--- config.mk ---
export PLATFORM = sky130hd
export DESIGN_NAME = page_table_walker
export DESIGN_NICKNAME = d
export VERILOG_FILES = /design/src/rtl/page_table_walker_pkg.sv /design/src/rtl/page_table_walker_pte_decode.sv /design/src/rtl/page_table_walker.sv
export SDC_FILE = /design/constraint.sdc
export NUM_CORES = 1
export LEC_CHECK = 0
export ABC_AREA = 1
export BUFFER_PORTS_ARGS = -buffer_cell sky130_fd_sc_hd__buf_4
export CORE_ASPECT_RATIO = 0.5
export CORE_UTILIZATION = 26
export CTS_CLUSTER_SIZE = 14
export DETAILED_ROUTE_END_ITERATION = 7
export GPL_TIMING_DRIVEN = 1
export HOLD_SLACK_MARGIN = 0.02
export SLEW_MARGIN = 20
export SYNTH_ARGS = -nofsm -noshare
export SYNTH_HDL_FRONTEND = slang
export SYNTH_SLANG_ARGS = --single-unit
--- constraint.sdc ---
create_clock -name clk -period 2.11 [get_ports clk]
set_input_delay 0.211 -clock clk [delete_from_list [all_inputs] [get_ports clk]]
set_output_delay 0.211 -clock clk [all_outputs]
set_load 0.05 [all_outputs]
--- src/rtl/page_table_walker_pkg.sv ---
// rtl/page_table_walker_pkg.sv - walker state encoding, PTE field positions and address helper
package page_table_walker_pkg;

  // Walker FSM states
  typedef enum logic [2:0] {
    ST_IDLE  = 3'd0,
    ST_L1    = 3'd1,
    ST_L2    = 3'd2,
    ST_DRAIN = 3'd3,
    ST_RESP  = 3'd4
  } ptw_state_e;

  // PTE bit positions, also used by the TLB for permission checks
  localparam int PTE_V       = 0;
  localparam int PTE_R       = 1;
  localparam int PTE_W       = 2;
  localparam int PTE_X       = 3;
  localparam int PTE_PPN_LSB = 12;

  // Word-aligned PTE address from a 4K-aligned table base and a 10-bit index
  function automatic logic [31:0] pte_addr(input logic [19:0] base, input logic [9:0] idx);
    return {base, idx, 2'b00};
  endfunction

endpackage

--- src/rtl/page_table_walker_pte_decode.sv ---
// rtl/page_table_walker_pte_decode.sv - combinational PTE classification
module page_table_walker_pte_decode
  import page_table_walker_pkg::*;
(
  input  logic [31:0] pte,
  output logic        is_pointer,
  output logic        is_leaf,
  output logic        is_invalid,
  output logic        superpage_misaligned
);

  logic v;
  logic r;
  logic w;
  logic x;
  logic unused_bits;

  assign v = pte[PTE_V];
  assign r = pte[PTE_R];
  assign w = pte[PTE_W];
  assign x = pte[PTE_X];

  // Invalid takes priority over leaf: a W-only PTE has V=1 and a permission bit set
  assign is_invalid           = !v || (w && !r);
  assign is_pointer           = v && !r && !w && !x;
  assign is_leaf              = v && (r || w || x);
  assign superpage_misaligned = |pte[PTE_PPN_LSB +: 10];

  // Upper PPN bits and the software field do not affect classification
  assign unused_bits = ^{pte[31:22], pte[11:4]};

endmodule

--- src/rtl/page_table_walker.sv ---
// rtl/page_table_walker.sv - two-level page-table walker with timeout and flush handling
module page_table_walker
  import page_table_walker_pkg::*;
#(
  parameter int TIMEOUT_CYCLES = 255,
  parameter int CNT_WIDTH      = 8
) (
  input  logic        clk,
  input  logic        reset,
  input  logic [31:0] ptbr,
  input  logic        flush_tlb,
  input  logic        walk_req,
  input  logic [31:0] walk_vaddr,
  output logic        walk_ready,
  output logic        walk_done,
  output logic [19:0] walk_ppn,
  output logic [2:0]  walk_perm,
  output logic        walk_fault,
  output logic        walk_timeout,
  output logic        mem_req,
  output logic [31:0] mem_addr,
  input  logic        mem_data_valid,
  input  logic [31:0] mem_rdata
);

  ptw_state_e           state_q, state_d;
  logic [CNT_WIDTH-1:0] cnt_q, cnt_d;
  logic [9:0]           vpn0_q, vpn0_d;
  logic                 ready_q, ready_d;
  logic                 mem_req_q, mem_req_d;
  logic [31:0]          mem_addr_q, mem_addr_d;
  logic                 done_q, done_d;
  logic [19:0]          ppn_q, ppn_d;
  logic [2:0]           perm_q, perm_d;
  logic                 fault_q, fault_d;
  logic                 timeout_q, timeout_d;

  logic                 pte_pointer;
  logic                 pte_leaf;
  logic                 pte_invalid;
  logic                 pte_misaligned;
  logic                 leaf_ok;
  logic                 unused_bits;

  page_table_walker_pte_decode u_pte_decode (
    .pte                  (mem_rdata),
    .is_pointer           (pte_pointer),
    .is_leaf              (pte_leaf),
    .is_invalid           (pte_invalid),
    .superpage_misaligned (pte_misaligned)
  );

  // Page offsets never take part in the walk
  assign unused_bits = ^{ptbr[11:0], walk_vaddr[11:0]};

  // Next-state, PTE request and result computation
  always_comb begin
    state_d    = state_q;
    cnt_d      = cnt_q;
    vpn0_d     = vpn0_q;
    mem_req_d  = mem_req_q;
    mem_addr_d = mem_addr_q;
    done_d     = 1'b0;
    ppn_d      = ppn_q;
    perm_d     = perm_q;
    fault_d    = fault_q;
    timeout_d  = timeout_q;
    leaf_ok    = 1'b0;

    unique case (state_q)
      ST_IDLE: begin
        // The L1 address is formed here so ptbr is not needed after accept
        if (walk_req && !flush_tlb) begin
          state_d    = ST_L1;
          vpn0_d     = walk_vaddr[21:12];
          cnt_d      = '0;
          mem_req_d  = 1'b1;
          mem_addr_d = pte_addr(ptbr[31:12], walk_vaddr[31:22]);
        end
      end

      ST_L1, ST_L2: begin
        if (mem_data_valid) begin
          mem_req_d = 1'b0;
          cnt_d     = '0;
          leaf_ok   = !pte_invalid && pte_leaf && ((state_q == ST_L2) || !pte_misaligned);
          if (flush_tlb) begin
            state_d = ST_IDLE;
          end else if ((state_q == ST_L1) && !pte_invalid && pte_pointer) begin
            state_d    = ST_L2;
            mem_req_d  = 1'b1;
            mem_addr_d = pte_addr(mem_rdata[31:12], vpn0_q);
          end else begin
            state_d   = ST_RESP;
            done_d    = 1'b1;
            fault_d   = !leaf_ok;
            timeout_d = 1'b0;
            ppn_d     = '0;
            perm_d    = '0;
            if (leaf_ok) begin
              perm_d = {mem_rdata[PTE_X], mem_rdata[PTE_W], mem_rdata[PTE_R]};
              ppn_d  = (state_q == ST_L1) ? {mem_rdata[31:22], vpn0_q} : mem_rdata[31:12];
            end
          end
        end else if (flush_tlb) begin
          // The read is still owed by the arbiter; keep requesting until it lands
          state_d = ST_DRAIN;
        end else if (cnt_q == CNT_WIDTH'(TIMEOUT_CYCLES - 1)) begin
          state_d   = ST_RESP;
          mem_req_d = 1'b0;
          done_d    = 1'b1;
          fault_d   = 1'b1;
          timeout_d = 1'b1;
          ppn_d     = '0;
          perm_d    = '0;
        end else begin
          cnt_d = cnt_q + 1'b1;
        end
      end

      ST_DRAIN: begin
        if (mem_data_valid) begin
          state_d   = ST_IDLE;
          mem_req_d = 1'b0;
        end
      end

      ST_RESP: begin
        state_d = ST_IDLE;
      end

      default: begin
        state_d   = ST_IDLE;
        mem_req_d = 1'b0;
      end
    endcase

    ready_d = (state_d == ST_IDLE);
  end

  // State, counter and registered outputs
  always_ff @(posedge clk or posedge reset) begin
    if (reset) begin
      state_q    <= ST_IDLE;
      cnt_q      <= '0;
      vpn0_q     <= '0;
      ready_q    <= 1'b1;
      mem_req_q  <= 1'b0;
      mem_addr_q <= '0;
      done_q     <= 1'b0;
      ppn_q      <= '0;
      perm_q     <= '0;
      fault_q    <= 1'b0;
      timeout_q  <= 1'b0;
    end else begin
      state_q    <= state_d;
      cnt_q      <= cnt_d;
      vpn0_q     <= vpn0_d;
      ready_q    <= ready_d;
      mem_req_q  <= mem_req_d;
      mem_addr_q <= mem_addr_d;
      done_q     <= done_d;
      ppn_q      <= ppn_d;
      perm_q     <= perm_d;
      fault_q    <= fault_d;
      timeout_q  <= timeout_d;
    end
  end

  // A flush during the response cycle swallows the done pulse
  assign walk_done    = done_q && !flush_tlb;
  assign walk_ready   = ready_q;
  assign walk_ppn     = ppn_q;
  assign walk_perm    = perm_q;
  assign walk_fault   = fault_q;
  assign walk_timeout = timeout_q;
  assign mem_req      = mem_req_q;
  assign mem_addr     = mem_addr_q;

endmodule
==> summary.txt <==
Status
  • Status: completed

Power and ir drop
  • Sequential group share of total power: 0.268
  • Combinational share of power: 0.524
  • Switching Share: 0.466
  • Tot Pwr: 8.45 mW
  • P_sw: 3.94 mW
  • Power per cell area: 1490 nW/µm²
  • Pleak: 2.93 nW
  • Clk network pwr share: 0.208
  • Maximum vdd drop: 0.637 mV
  • Internal Power: 4.52 mW

Drt
  • DR iter-0 viols: 234
  • Final wirelength: 11900 µm
  • Drt drc: 0
  • Top sig layer: met4
  • WL met3: 335 µm
  • Vias per cell: 4.53
  • DRT antenna net count: 0
  • Pre-Repair DR Iteration Count: 4
  • Average wire per standard cell: 13.7 µm
  • Met1 WL: 5580 µm
  • Total number of vias: 3928
  • Met2 WL: 5690 µm

Timing
  • Tightest Pin Transition: 0.799 ns
  • Hold Slack: 0.108 ns
  • Min Tclk post-route: 1.89 ns
  • F_max: 0.530 GHz
  • Unrepaired setup endpoints after global routing: false
  • Final slew viol count: 0
  • Final setup viols: 0
  • Slew headroom: 0.466
  • Setup TNS: 0 ns
  • Final Hold Fails: 0
  • Clock Skews: 0.00541 ns
  • Final worst-path cycle share: 0.894

Floorplan
  • DIE HEIGHT: 91.8 µm
  • Die Width: 182 µm
  • Core Area: 15600 µm²
  • Placement Rows: 32
  • Die Area: 16700 µm²
  • Top-Level Pins: 161
  • Effective utilization at floorplan: 0.269

Global routing
  • Tot GR Track Use: 0.145
  • Largest net degree at the start of global routing: 44
  • Vias in the first global route: 3710
  • Initial antenna violation count: 0
  • Congestion Overflow GR: 0
  • First-pass GRT wire length: 19000 µm

Cells and area
  • Layout cells sized above 1: 0.287
  • Synth-to-Final Area Change: 35.2%
  • ANT cells: 0
  • Layout net count: 761

Place
  • GPL Wtd Cong: 0.852
  • PortBufs: 126
  • Dpl hpwl: 8870 µm

Clocking
  • CTS tree: yes
  • H-tree Lvls: 3
  • CTS Buffer Depth: 2
  • Clock buffer count from CTS: 9
  • Reg clk slew, reported paths: 0.06 ns
  • CTS Sinks: 79
  • Clk_lat worst skew: 0.34 ns
  • CTS Root Cell: clkbuf_16
  • Total setup buffers inserted after CTS: 0

Synthesis
  • Yosys warns: 0
  • Synth cell types: 35
  • Synth Flop Type: dfrtp_1
  • Cells after synthesis: 538
  • Post-Syn Area: 4200 µm²
  • Top post-synthesis cells by area: dfrtp_1 47%, nand2_1 20%, nand4_1 4.3%
  • Cell with the most instances after synthesis: nand2_1
  • Register area share after synthesis: 0.471
  • Synth top cells by count: 219 x nand2_1, 78 x dfrtp_1, 34 x nand3_1
  • Yosys reg bits: 79
  • Yosys top cell area share: 0.465
  • Async S/R FF share, synth: 1.00
  • Number of synthesized flops with an enable pin: 0
  • Largest area contributor in the netlist: dfrtp_1
  • Mean post-synth cell area: 7.80 µm²

Hold path
  • Hold crit path type: primary input to flop

Worst setup path
  • Startpoint types: flop
  • CP Capture Type: flop
  • Critical Path RT: 2.35 ns
  • WP data arrival: 2.13 ns
  • WS Path Type: flop to flop
  • Crit path max fanout: 25

Job
  • Max-Cap Viols: 0
==> repair_timing <==
| action | CTS | global route |
|---|---|---|
| hold endpoints to repair | 16 | 0 |
| resized for setup | 0 | 0 |
| hold buffers | 1 | 0 |
==> sequential cells by signal (all words and copies together) (netlist names), 3 cells and up <==
signal / count
walk_ppn: 20
mem_addr: 30
walk_perm: 3
vpn0_q: 10
cnt_q: 8
state_q: 3
==> metrics by stage <==
stage / instance area, µm² / instances / util / setup slack, ns
global placement: 5320 / 850 / 0.341 / 0.299
CTS: 5670 / 867 / 0.364 / 0.206
floorplan: 4200 / 539 / - / 0.577
finish: 5670 / 867 / 0.364 / 0.223
detailed placement: 5320 / 850 / 0.341 / 0.213
global route: 5670 / 867 / 0.364 / 0.0623
==> area by class of cell <==
class	instances	area, µm²
timing repair buffer	141	1100
clock inverter	2	60.1
fill	1582	9900
inverter	28	109
multi-input combinational	399	1890
sequential	79	1980
clock buffer	14	284
tap	204	255
==> kinds of logic after synthesis <==
logic type	share of synthesized area
AOI/OAI and AO/OA	0.0960
adders and majority gates	0.00596
buffers and inverters	0.0799
DFF	0.471
muxes	0.00805
other	0.000894
and+or+nand+nor	0.338
==> worst max-delay path, stage by stage (launching register included) <==
cell and delay (ns):
dfrtp_1 0.43, inv_1 0.08, nand3_1 0.12, nand2_4 0.14
inv_1 0.42, buf_12 0.24, nand2_1 0.06, o21a_1 0.10
o21ai_0 0.19
==> per-layer routing <==
layer,GRT usage,vias to the layer above
li1,-,1981
met1,0.197,1850
met2,0.232,79
met3,0.0254,18
met4,0.0523,0
met5,0,-
==> cell usage in the layout, fill, tap and decap left out, types with 2 or more instances in the layout <==
cell type	netlist	final
a21oi_1	9	9
buf_12	0	3
buf_4	5	137
bufinv_16	0	2
clkbuf_16	0	9
clkbuf_8	0	4
conb_1	1	2
dfrtp_1	78	78
ha_1	2	2
inv_1	25	24
inv_2	3	3
mux2_2	3	3
nand2_1	219	219
nand2_2	6	6
nand2_4	2	2
nand3_1	34	34
nand4_1	29	29
nor2_1	28	28
o21a_1	7	7
o21ai_0	16	16
o21ai_1	18	18
o21ai_2	11	11
o21bai_1	2	2
==> path summary, 6_finish.rpt <==
| path | start | endpoint | slack, ns | cells after the start |
|---|---|---|---|---|
| max in group asynchronous | reset | walk_ready | 1.04 | 4 |
| min in group asynchronous | reset | walk_ppn[15] | 0.45 | 3 |
| worst min register to register | mem_addr[27] | mem_addr[27] | 0.47 | 2 |
| worst max-delay path | state_q[0] | mem_addr[7] | 0.22 | 8 |
| worst max register to register | state_q[0] | mem_addr[7] | 0.22 | 8 |
| worst min-delay path | walk_vaddr[13] | vpn0_q[1] | 0.11 | 2 |
==> power by group through the flow <==
stage	Combinational (mW)	Clock (mW)	Sequential (mW)
final	4.43	1.76	2.27
after global routing	4.84	1.86	2.33
after CTS	4.48	1.80	2.27
after detailed placement	4.48	0	2.29
after global placement	4.45	0	2.28
after floorplan	2.21	0	3.37
(Power assumes the default switching activity.)
